<file path="src/rtl/down_timer.sv">
// Loadable down-counter with one-shot / periodic auto-reload and a
// registered one-cycle terminal-count pulse.
module down_timer #(
   parameter int WIDTH = 4
) (
   input  logic             clk,
   input  logic             reset_n,
   input  logic             load,
   input  logic [WIDTH-1:0] load_val,
   input  logic             en,
   input  logic             periodic,
   output logic [WIDTH-1:0] count,
   output logic             busy,
   output logic             tc
);

   typedef enum logic {
      IDLE = 1'b0,
      RUN  = 1'b1
   } state_t;

   state_t           state_q, state_d;
   logic [WIDTH-1:0] count_q, count_d;
   logic [WIDTH-1:0] reload_q, reload_d;
   logic             tc_q, tc_d;

   always_ff @(posedge clk or negedge reset_n) begin
      if (!reset_n) begin
         state_q  <= IDLE;
         count_q  <= '0;
         reload_q <= '0;
         tc_q     <= 1'b0;
      end else begin
         state_q  <= state_d;
         count_q  <= count_d;
         reload_q <= reload_d;
         tc_q     <= tc_d;
      end
   end

   always_comb begin
      state_d  = state_q;
      count_d  = count_q;
      reload_d = reload_q;
      tc_d     = 1'b0;

      if (load) begin
         // A zero load parks the timer without ever signalling expiry.
         reload_d = load_val;
         count_d  = load_val;
         state_d  = (load_val != '0) ? RUN : IDLE;
      end else begin
         unique case (state_q)
            IDLE: begin
               state_d = IDLE;
            end
            RUN: begin
               if (en) begin
                  if (count_q > WIDTH'(1)) begin
                     count_d = count_q - WIDTH'(1);
                  end else if (count_q == WIDTH'(1)) begin
                     count_d = '0;
                     tc_d    = 1'b1;
                     state_d = periodic ? RUN : IDLE;
                  end else if (periodic) begin
                     // The extra cycle spent at zero gives a period of reload+1.
                     count_d = reload_q;
                  end else begin
                     state_d = IDLE;
                  end
               end
            end
            default: begin
               state_d = IDLE;
            end
         endcase
      end
   end

   assign count = count_q;
   assign busy  = (state_q == RUN);
   assign tc    = tc_q;

endmodule
</file>
<file path="config.mk">
export PLATFORM = sky130hd
export DESIGN_NAME = down_timer
export DESIGN_NICKNAME = d
export VERILOG_FILES = /design/src/rtl/down_timer.sv
export SDC_FILE = /design/constraint.sdc
export NUM_CORES = 1
export LEC_CHECK = 0
export CAP_MARGIN = 5
export CORE_MARGIN = 2
export CORE_UTILIZATION = 36
export CTS_CLUSTER_SIZE = 10
export DETAILED_ROUTE_END_ITERATION = 8
export GPL_ROUTABILITY_DRIVEN = 0
export GPL_TIMING_DRIVEN = 0
export PLACE_DENSITY = 0.63
export SLEW_MARGIN = 20
export SYNTH_ARGS = -nofsm -noshare
export SYNTH_HDL_FRONTEND = slang
export SYNTH_SLANG_ARGS = --single-unit
</file>
<file path="constraint.sdc">
create_clock -name clk -period 3.95 [get_ports clk]
set_input_delay 0.395 -clock clk [delete_from_list [all_inputs] [get_ports clk]]
set_output_delay 0.395 -clock clk [all_outputs]
set_load 0.01 [all_outputs]
</file>
# After elaboration in Yosys (flattened, before gate mapping)
# Index checks and enable logic that the tools add are counted.
dict set report totals {
  register_bits 10
  input_bits 9
  output_inout_bits 6
  word_cells 30
}
dict set report op_classes {
  add_sub_neg 1
  magnitude_cmp 1
  eq_ne 1
  mux 17
  bitwise 1
  reduce_logical 5
}
# cell count
set op_table {}
lappend op_table {{$mux W4} 6}
lappend op_table {{$mux W1} 10}
lappend op_table {{$reduce_bool A4 Y1} 2}
lappend op_table {{$eq A4 B1 Y1 const B} 1}
lappend op_table {{$gt A4 B1 Y1 const B} 1}
lappend op_table {{$reduce_bool A2 Y1} 2}
lappend op_table {{$sub A4 B1 Y4 const B} 1}
lappend op_table {{$reduce_and A3 Y1} 1}
lappend op_table {{$pmux W1 S2} 1}
lappend op_table {{$not A1 Y1} 1}

# Logic depth before layout (Yosys ltp)
# Gate-level depths: netlist of the first run.
dict set report depth {
  depth_word 6
  ltp_mapped 6
  depth_no_buf 6
}

# Least setup slack after synthesis of the first run
# Ideal clock, no wire load.
dict set report synth_path {
  path_kind {reg2reg}
  start {register count_q[0], in the netlist count[0]}
  end {register count_q[1], in the netlist count[1]}
  setup_ps 92
  t_arrival_ps 1429
  required_time_ps 3858
  path_slack_ps 2430
  path_stages_with_launch 6
  path_buffers 0
  period_less_slack_ps 1520
  path_cell_list {dfrtp_1 ha_1 nor4b_4 nand2_1 o211a_1 o31ai_2}
}
dict set report synth_via {
  elab_chain_len 6
  elab_cells_between_ends 10
  cone_classes {1 x add/sub; 1 x order compare; 1 x eq/ne; 5 x mux; 2 x reduce/logical}
}
# item line_no
set synth_rtl {}
lappend synth_rtl {{from (decl)} 23} ;# logic [WIDTH-1:0] count_q, count_d;
lappend synth_rtl {{from (signal assigned)} 35} ;# count_q <= count_d;
lappend synth_rtl {{branches (longest 6 deep; another with $sub A4 B1 Y4)} n/a}
# Several ways; the timed one is not identified. The select of a mux whose other input is x is not followed.
# A chain may end at the register's enable or synchronous reset.

# Worst setup path after layout of the first run
dict set report layout_path {
  start {register count_q[3], in the netlist count[3]}
  end {output port count[3]}
}
# item line_no
set layout_lines {}
lappend layout_lines {{to (decl)} 12} ;# output logic [WIDTH-1:0] count,
# No word-level cell between the ends.

==> results by group, run 1 <==
Timing
  – Setup TNS: 0 ns
  – Final Hold Viols: 0
  – Top achievable clock speed: between 500 and 600 MHz
  – RSZ-0062 raised after global routing: false
  – Post-route minimum period: around 1.8 ns
  – Worst Max-Slew Pin Slew: roughly 0.46 ns
  – Setup violators final: 0
  – Tcrit/Tclk final: 44.7%
  – Final Max Slew Viols: 0
  – Setup Skew: roughly 0.0051 ns
  – Slew margin rel.: ~69%

Critical path
  – WP data required: between 3 and 4 ns
  – Worst path top cell family by delay: buffers and inverters
  – CP endpoint kind: output port
  – Setup crit start: count[3]
  – CP Max Fanout: 8
  – Slowest CP cell: clkdlybuf4s50_1
  – Reg2Reg Launch Point: count[0]
  – Cell Chain, Critical Path: clkdlybuf4s50_1
  – Worst Setup Start Kind: flop
  – Buffers plus inverters on the worst setup path: 1
  – Crit path DAT: roughly 1.4 ns
  – Crit path kind: flop to output port
  – Max incr delay on CP: around 0.6 ns

Layout
  – FILL cells: between 100 and 150
  – Diodes inserted: 0
  – Syn-to-layout area delta: 34.9%
  – Nets: a little under 90
  – Final core occ: roughly half
  – Share of cells above drive strength 1: around an eighth

Run
  – Max-cap violations: 0

Placement
  – IO buf count: 14
  – Final HPWL DP: between 900 and 1000 µm

Route
  – DRC Markers: 0
  – Drt first pass iters: 4
  – DR vias: between 500 and 600
  – Routed WL: between 1000 and 1500 µm
  – Wire length per cell: about 13 µm
  – Vias per inst: approximately 5.5
  – Routed Antenna Nets: 0
  – Iteration-0 DRC count of the detailed router: 7

Floorplan
  – Initial Util: between 30 and 40%
  – Die Area: roughly 1900 µm²
  – Die Ht: about 44 µm
  – Ports: 15
  – Row count: 14
  – Core area: about 1500 µm²
  – Die span in x: between 40 and 50 µm

GRT
  – Initial antenna violation count: 0
  – Grt total ovfl: 0
  – Vias in the first global route: roughly 470
  – Total track usage: between 10 and 15%
  – Largest net degree at the start of global routing: 11
  – First-pass GRT wire length: roughly 2000 µm

Clock network
  – Postcts setup bufs: 0
  – H-Tree Depth: 1
  – Clock latency on the worst-skew pair: ~0.27 ns
  – CTS-repair resized insts: 0
  – Hold_buf cts: 0
  – Clk pin slew, worst setup/hold paths: 0.07 ns
  – Clock Path Buffers: 2
  – Total CTS buffers: 3
  – CTS tree: built
  – Root buffer cell: clkbuf_4
  – Clock Sinks: 10

Power and ir drop
  – Leak: 0.000326 µW
  – Final Total Pwr: around 370 µW
  – Peak VDD IR: around 0.22 mV
  – Cell Pwr Density: approximately 490 nW/µm²

Yosys
  – Cells after Synth: 59
  – Most common flop cell mapped by yosys: dfrtp_1
  – Most instantiated library cell after synthesis: dfrtp_1
  – Sequential area share after synthesis: about 44%
  – Most frequent cells after synthesis: 10 x dfrtp_1, 9 x nand2_1, 6 x o21ai_0
  – Ranking of synthesized cells by area: dfrtp_1 44%, nand2_1 6.0%, mux2_2 6.0%
  – Mapped Area: roughly 560 µm²
  – YS warnings: 0
  – Number of synthesized flops with an enable pin: 0
  – Top cell type's share of synthesized area: between 40% and 50%
  – Synth area leader: dfrtp_1
  – #FFs+latches synth: 10
  – Syn avg cell area: 9.54 µm²
  – Share of flip-flops with an asynchronous set or reset: 100%
  – Syn_nets: 70
  – Yosys cell types: 23

Run status
  – Status: finished, final reports clean

Worst hold path
  – Hold Path Class: primary input to asynchronous set/reset pin
-- metal layers --
layer / up-vias / share of wire [%] / track usage (%)
li1: 250 / - / -
met1: 231 / 47 / 18.6
met2: 21 / 45 / 22.4
met3: 5 / 5.2 / 2.50
met4: 0 / 2.8 / 12.7
met5: - / 0 / 0
-- cells by family (layout without fill, tap and decap cells) --
group | Yosys count | in the layout | share of synthesized area [%]
AO/OA/AOI/OAI | 16 | 16 | 20.7
adder cells (fa/ha/maj) | 2 | 2 | 4.44
buffers and inverters | 5 | 23 | 3.33
flip-flops | 10 | 10 | 44.4
multiplexers | 3 | 3 | 6.00
AND/OR/NAND/NOR | 23 | 23 | 21.1
-- flip-flops by register name, summed over array words and instances (netlist names) --
| signal | flops |
|---|---|
| count | 4 |
| reload_q | 4 |
| busy | 1 |
| tc | 1 |
-- final timing paths --
path | to | cells past startpoint | slack [ns]
worst max-delay path | count[3] | 1 | 2.19
worst min-delay path | reload_q[2] | 1 | 0.44
worst max register to register | count[1] | 6 | 2.27
worst min register to register | reload_q[3] | 1 | 0.52
max in group asynchronous | tc | 1 | 3.19
min in group clk | reload_q[3] | 1 | 0.52
-- report_power, final --
part	internal, µW	switching (µW)	leakage, µW	total, µW
Sequential	119	25.4	0.000121	145
Clock	56.1	38.1	0.0000210	94.2
Combinational	72.8	61.5	0.000184	134
Total	248	125	0.000326	373
-- final cells by class --
| type | count | area, µm² | share of cell area (%) |
|---|---|---|---|
| tap | 16 | 20.0 | 2.64 |
| sequential | 10 | 250 | 32.9 |
| buffer | 1 | 3.75 | 0.494 |
| timing repair buffer | 14 | 140 | 18.5 |
| inverter | 4 | 15.0 | 1.98 |
| clock buffer | 4 | 36.3 | 4.78 |
| multi-input combinational | 44 | 294 | 38.7 |
-- cells in the final DEF (no fill, tap or decap) --
cell type and count:
nand3_1 1, mux2_2 3, dfrtp_1 10, inv_1 4, nand2_1 9, a221oi_1 1
nor3_1 5, clkbuf_8 1, a211oi_1 1, nor4b_4 1, nor2b_1 1, o31ai_2 1
a21oi_1 1, nor2_1 5, clkbuf_4 3, o311ai_0 1, o211a_1 1, clkdlybuf4s50_1 14
o31ai_1 1, clkbuf_1 1, a21o_1 1, ha_1 2, o21ai_0 6, a21o_2 1
nor4_1 1, o311a_1 1
-- metrics by stage --
step	area [µm²]	hold WS, ns	setup slack (ns)	cells
final	759	0.437	2.19	93
after global routing	759	0.480	2.11	93
after CTS	759	0.455	2.17	93
after detailed placement	723	0.502	2.05	89
after global placement	723	0.499	2.04	89
after floorplan	563	0.0994	2.43	59
(Power assumes the default switching activity.)
==> run 2, diff against run 1 <==
clock period = 1.75 ns   (was 3.95 ns; I/O delays follow)
==> run 2 against run 1 <==
Worst setup slack lost 2.1 ns. Via count grew 1.6%. Final cell count is the same. Cell area grew 2.1%. Count of clock-buffer cells in the layout is the same. Non-clock buffer count is the same. Largest cell class unchanged.
==> results by group, run 2 (synthesis results as in run 1) <==
Run status
  – Status: finished, final reports clean (unchanged)

Critical path
  – Buffers plus inverters on the worst setup path: 1 (unchanged)
  – Setup crit start: count[1] (was count[3])
  – Worst path top cell family by delay: simple AND/OR/NAND/NOR gates (was buffers and inverters)
  – Slowest CP cell: dfrtp_1 (was clkdlybuf4s50_1)
  – WP data required: 1.94 ns (was 3.56 ns)
  – Worst Setup Start Kind: flop (unchanged)
  – Crit path kind: flop to flop (was flop to output port)
  – CP endpoint kind: flop (was output port)
  – Reg2Reg Launch Point: count[1] (was count[0])
  – CP Max Fanout: 6 (was 8)
  – Cell Chain, Critical Path: inv_2, ha_2, nor4b_4, nand2_1, o211a_1, o31ai_2 (was clkdlybuf4s50_1)
  – Crit path DAT: 1.81 ns (was 1.37 ns)
  – Max incr delay on CP: 0.41 ns (was 0.60 ns)

Clock network
  – Clock latency on the worst-skew pair: 0.27 ns (about the same)
  – H-Tree Depth: 1 (unchanged)
  – Clock Path Buffers: 2 (unchanged)
  – Total CTS buffers: 3 (unchanged)
  – Root buffer cell: clkbuf_4 (unchanged)
  – Postcts setup bufs: 0 (unchanged)
  – Clk pin slew, worst setup/hold paths: 0.07 ns (about the same)
  – Clock Sinks: 10 (unchanged)
  – CTS tree: built (unchanged)

Layout
  – Fin area: 776 µm² (was 759 µm²)
  – Most frequent cells in the layout: 14 x clkdlybuf4s50_1, 9 x nand2_1, 9 x dfrtp_1 (was 14 x clkdlybuf4s50_1, 10 x dfrtp_1, 9 x nand2_1)
  – Syn-to-layout area delta: 37.8% (was 34.9%)
  – Diodes inserted: 0 (unchanged)
  – Nets: 89 (unchanged)
  – Share of cells above drive strength 1: 18.2% (was 13.0%)
  – Most common cell after layout, fill and taps aside: clkdlybuf4s50_1 (unchanged)

Floorplan
  – Row count: 14 (unchanged)
  – Die Ht: 43.5 µm (unchanged)
  – Die Area: 1900 µm² (unchanged)
  – Die span in x: 43.5 µm (unchanged)
  – Initial Util: 37.8% (unchanged)
  – Ports: 15 (unchanged)
  – Core area: 1490 µm² (unchanged)

Placement
  – Area after DPL: 723 µm² (unchanged)
  – DP Worst Slack: 0.0704 ns (was 2.05 ns)
  – IO buf count: 14 (unchanged)
  – Final HPWL DP: 902 µm (unchanged)

Timing
  – Top achievable clock speed: a little over 600 MHz
  – Setup ws final: 0.127 ns (was 2.19 ns)
  – Setup Skew: 0.00338 ns (was 0.00509 ns)
  – Final Max Slew Viols: 0 (unchanged)
  – Final Hold Viols: 0 (unchanged)
  – RSZ-0062 raised after global routing: false (unchanged)
  – Setup TNS: 0 ns (unchanged)
  – Worst Max-Slew Pin Slew: 0.461 ns (was 0.465 ns)
  – Tcrit/Tclk final: between 90 and 100%
  – Post-route minimum period: about 1.6 ns
  – WHS: 0.218 ns (was 0.437 ns)
  – Setup violators final: 0 (unchanged)
  – Slew margin rel.: 69.2% (was 68.9%)

Worst hold path
  – Hold Path Class: primary input to asynchronous set/reset pin (unchanged)

GRT
  – Initial antenna violation count: 0 (unchanged)
  – Largest net degree at the start of global routing: 11 (unchanged)
  – Grt total ovfl: 0 (unchanged)
  – Total track usage: 15.0% (unchanged)
  – Vias in the first global route: 469 (unchanged)
  – First-pass GRT wire length: 2000 µm (unchanged)

Route
  – DRC Markers: 0 (unchanged)
  – Routed Antenna Nets: 0 (unchanged)
  – Routed WL: 1210 µm (was 1190 µm)
  – Wire length per cell: 13.0 µm (was 12.8 µm)
  – Drt first pass iters: 4 (unchanged)
  – Iteration-0 DRC count of the detailed router: 15 (was 7)
  – DR vias: 515 (was 507)
  – Vias per inst: 5.54 (was 5.45)

Power and ir drop
  – Clock group share of total power: 24.3% (was 25.2%)
  – Switching share of power: 33.4% (was 33.5%)
  – Int Pwr: 579 µW (was 248 µW)
  – Leak: 0.000323 µW (was 0.000326 µW)
  – Logic pwr share: 37.8% (was 36.0%)
  – Peak VDD IR: 0.507 mV (was 0.224 mV)
  – Switch Pwr: 290 µW (was 125 µW)
  – Reg power frac: 37.9% (was 38.8%)
  – Cell Pwr Density: 1120 nW/µm² (was 492 nW/µm²)

Run
  – Max-cap violations: 0 (unchanged)
==> run 2: final timing paths <==
path | end | slack (ns) | cells past startpoint
hold / removal | reload_q[2] | 0.22 | 1
setup reg to reg | count[1] | 0.13 | 6
max in group asynchronous | count[0] | 1.19 | 1
min in group clk | tc | 0.50 | 3
setup / recovery | count[1] | 0.13 | 6
hold reg to reg | reload_q[3] | 0.52 | 1
==> run 2: final cells by class <==
cell class              instances  area [µm²]
plain buffers                   1        3.75
clock buffers                   4        36.3
fillers                       142         713
inverters                       4        15.0
multi-input cells              44         309
flip-flops and latches         10         251
well taps                      16        20.0
repair buffers                 14         140
==> run 2: what timing repair did <==
action | 4_1_cts | 5_1_grt
hold buffers | 0 | 0
endpoints found under the setup margin | 0 | 4
gates resized for setup | 0 | 6
==> run 2: power by group through the flow <==
| stage | clock network [µW] | registers (µW) | logic (µW) |
|---|---|---|---|
| 2_1_floorplan | 0 | 335 | 171 |
| 3_3_place_gp | 0 | 330 | 303 |
| 3_5_place_dp | 0 | 332 | 306 |
| 4_1_cts | 217 | 327 | 307 |
| 5_1_grt | 228 | 337 | 359 |
| 6_report | 211 | 329 | 329 |
==> run 2: per-stage QoR <==
stage	util [%]	instances	power (µW)
2_1_floorplan	-	59	506
3_3_place_gp	48.6	89	632
3_5_place_dp	48.6	89	638
4_1_cts	51.0	93	851
5_1_grt	52.1	93	924
6_report	52.1	93	869
==> run 2: worst register-to-register path, cell delays in order (launching register included) <==
cell and delay [ns]:
dfrtp_1 0.41, inv_2 0.07, ha_2 0.21, nor4b_4 0.42, nand2_1 0.10, o211a_1 0.14, o31ai_2 0.20
==> run 2: per-layer routing <==
| layer | wire length (µm) | global-route usage (%) |
|---|---|---|
| met1 | 578 | 18.6 |
| met2 | 538 | 22.4 |
| met3 | 60 | 2.50 |
| met4 | 33 | 12.7 |
| met5 | 0 | 0 |
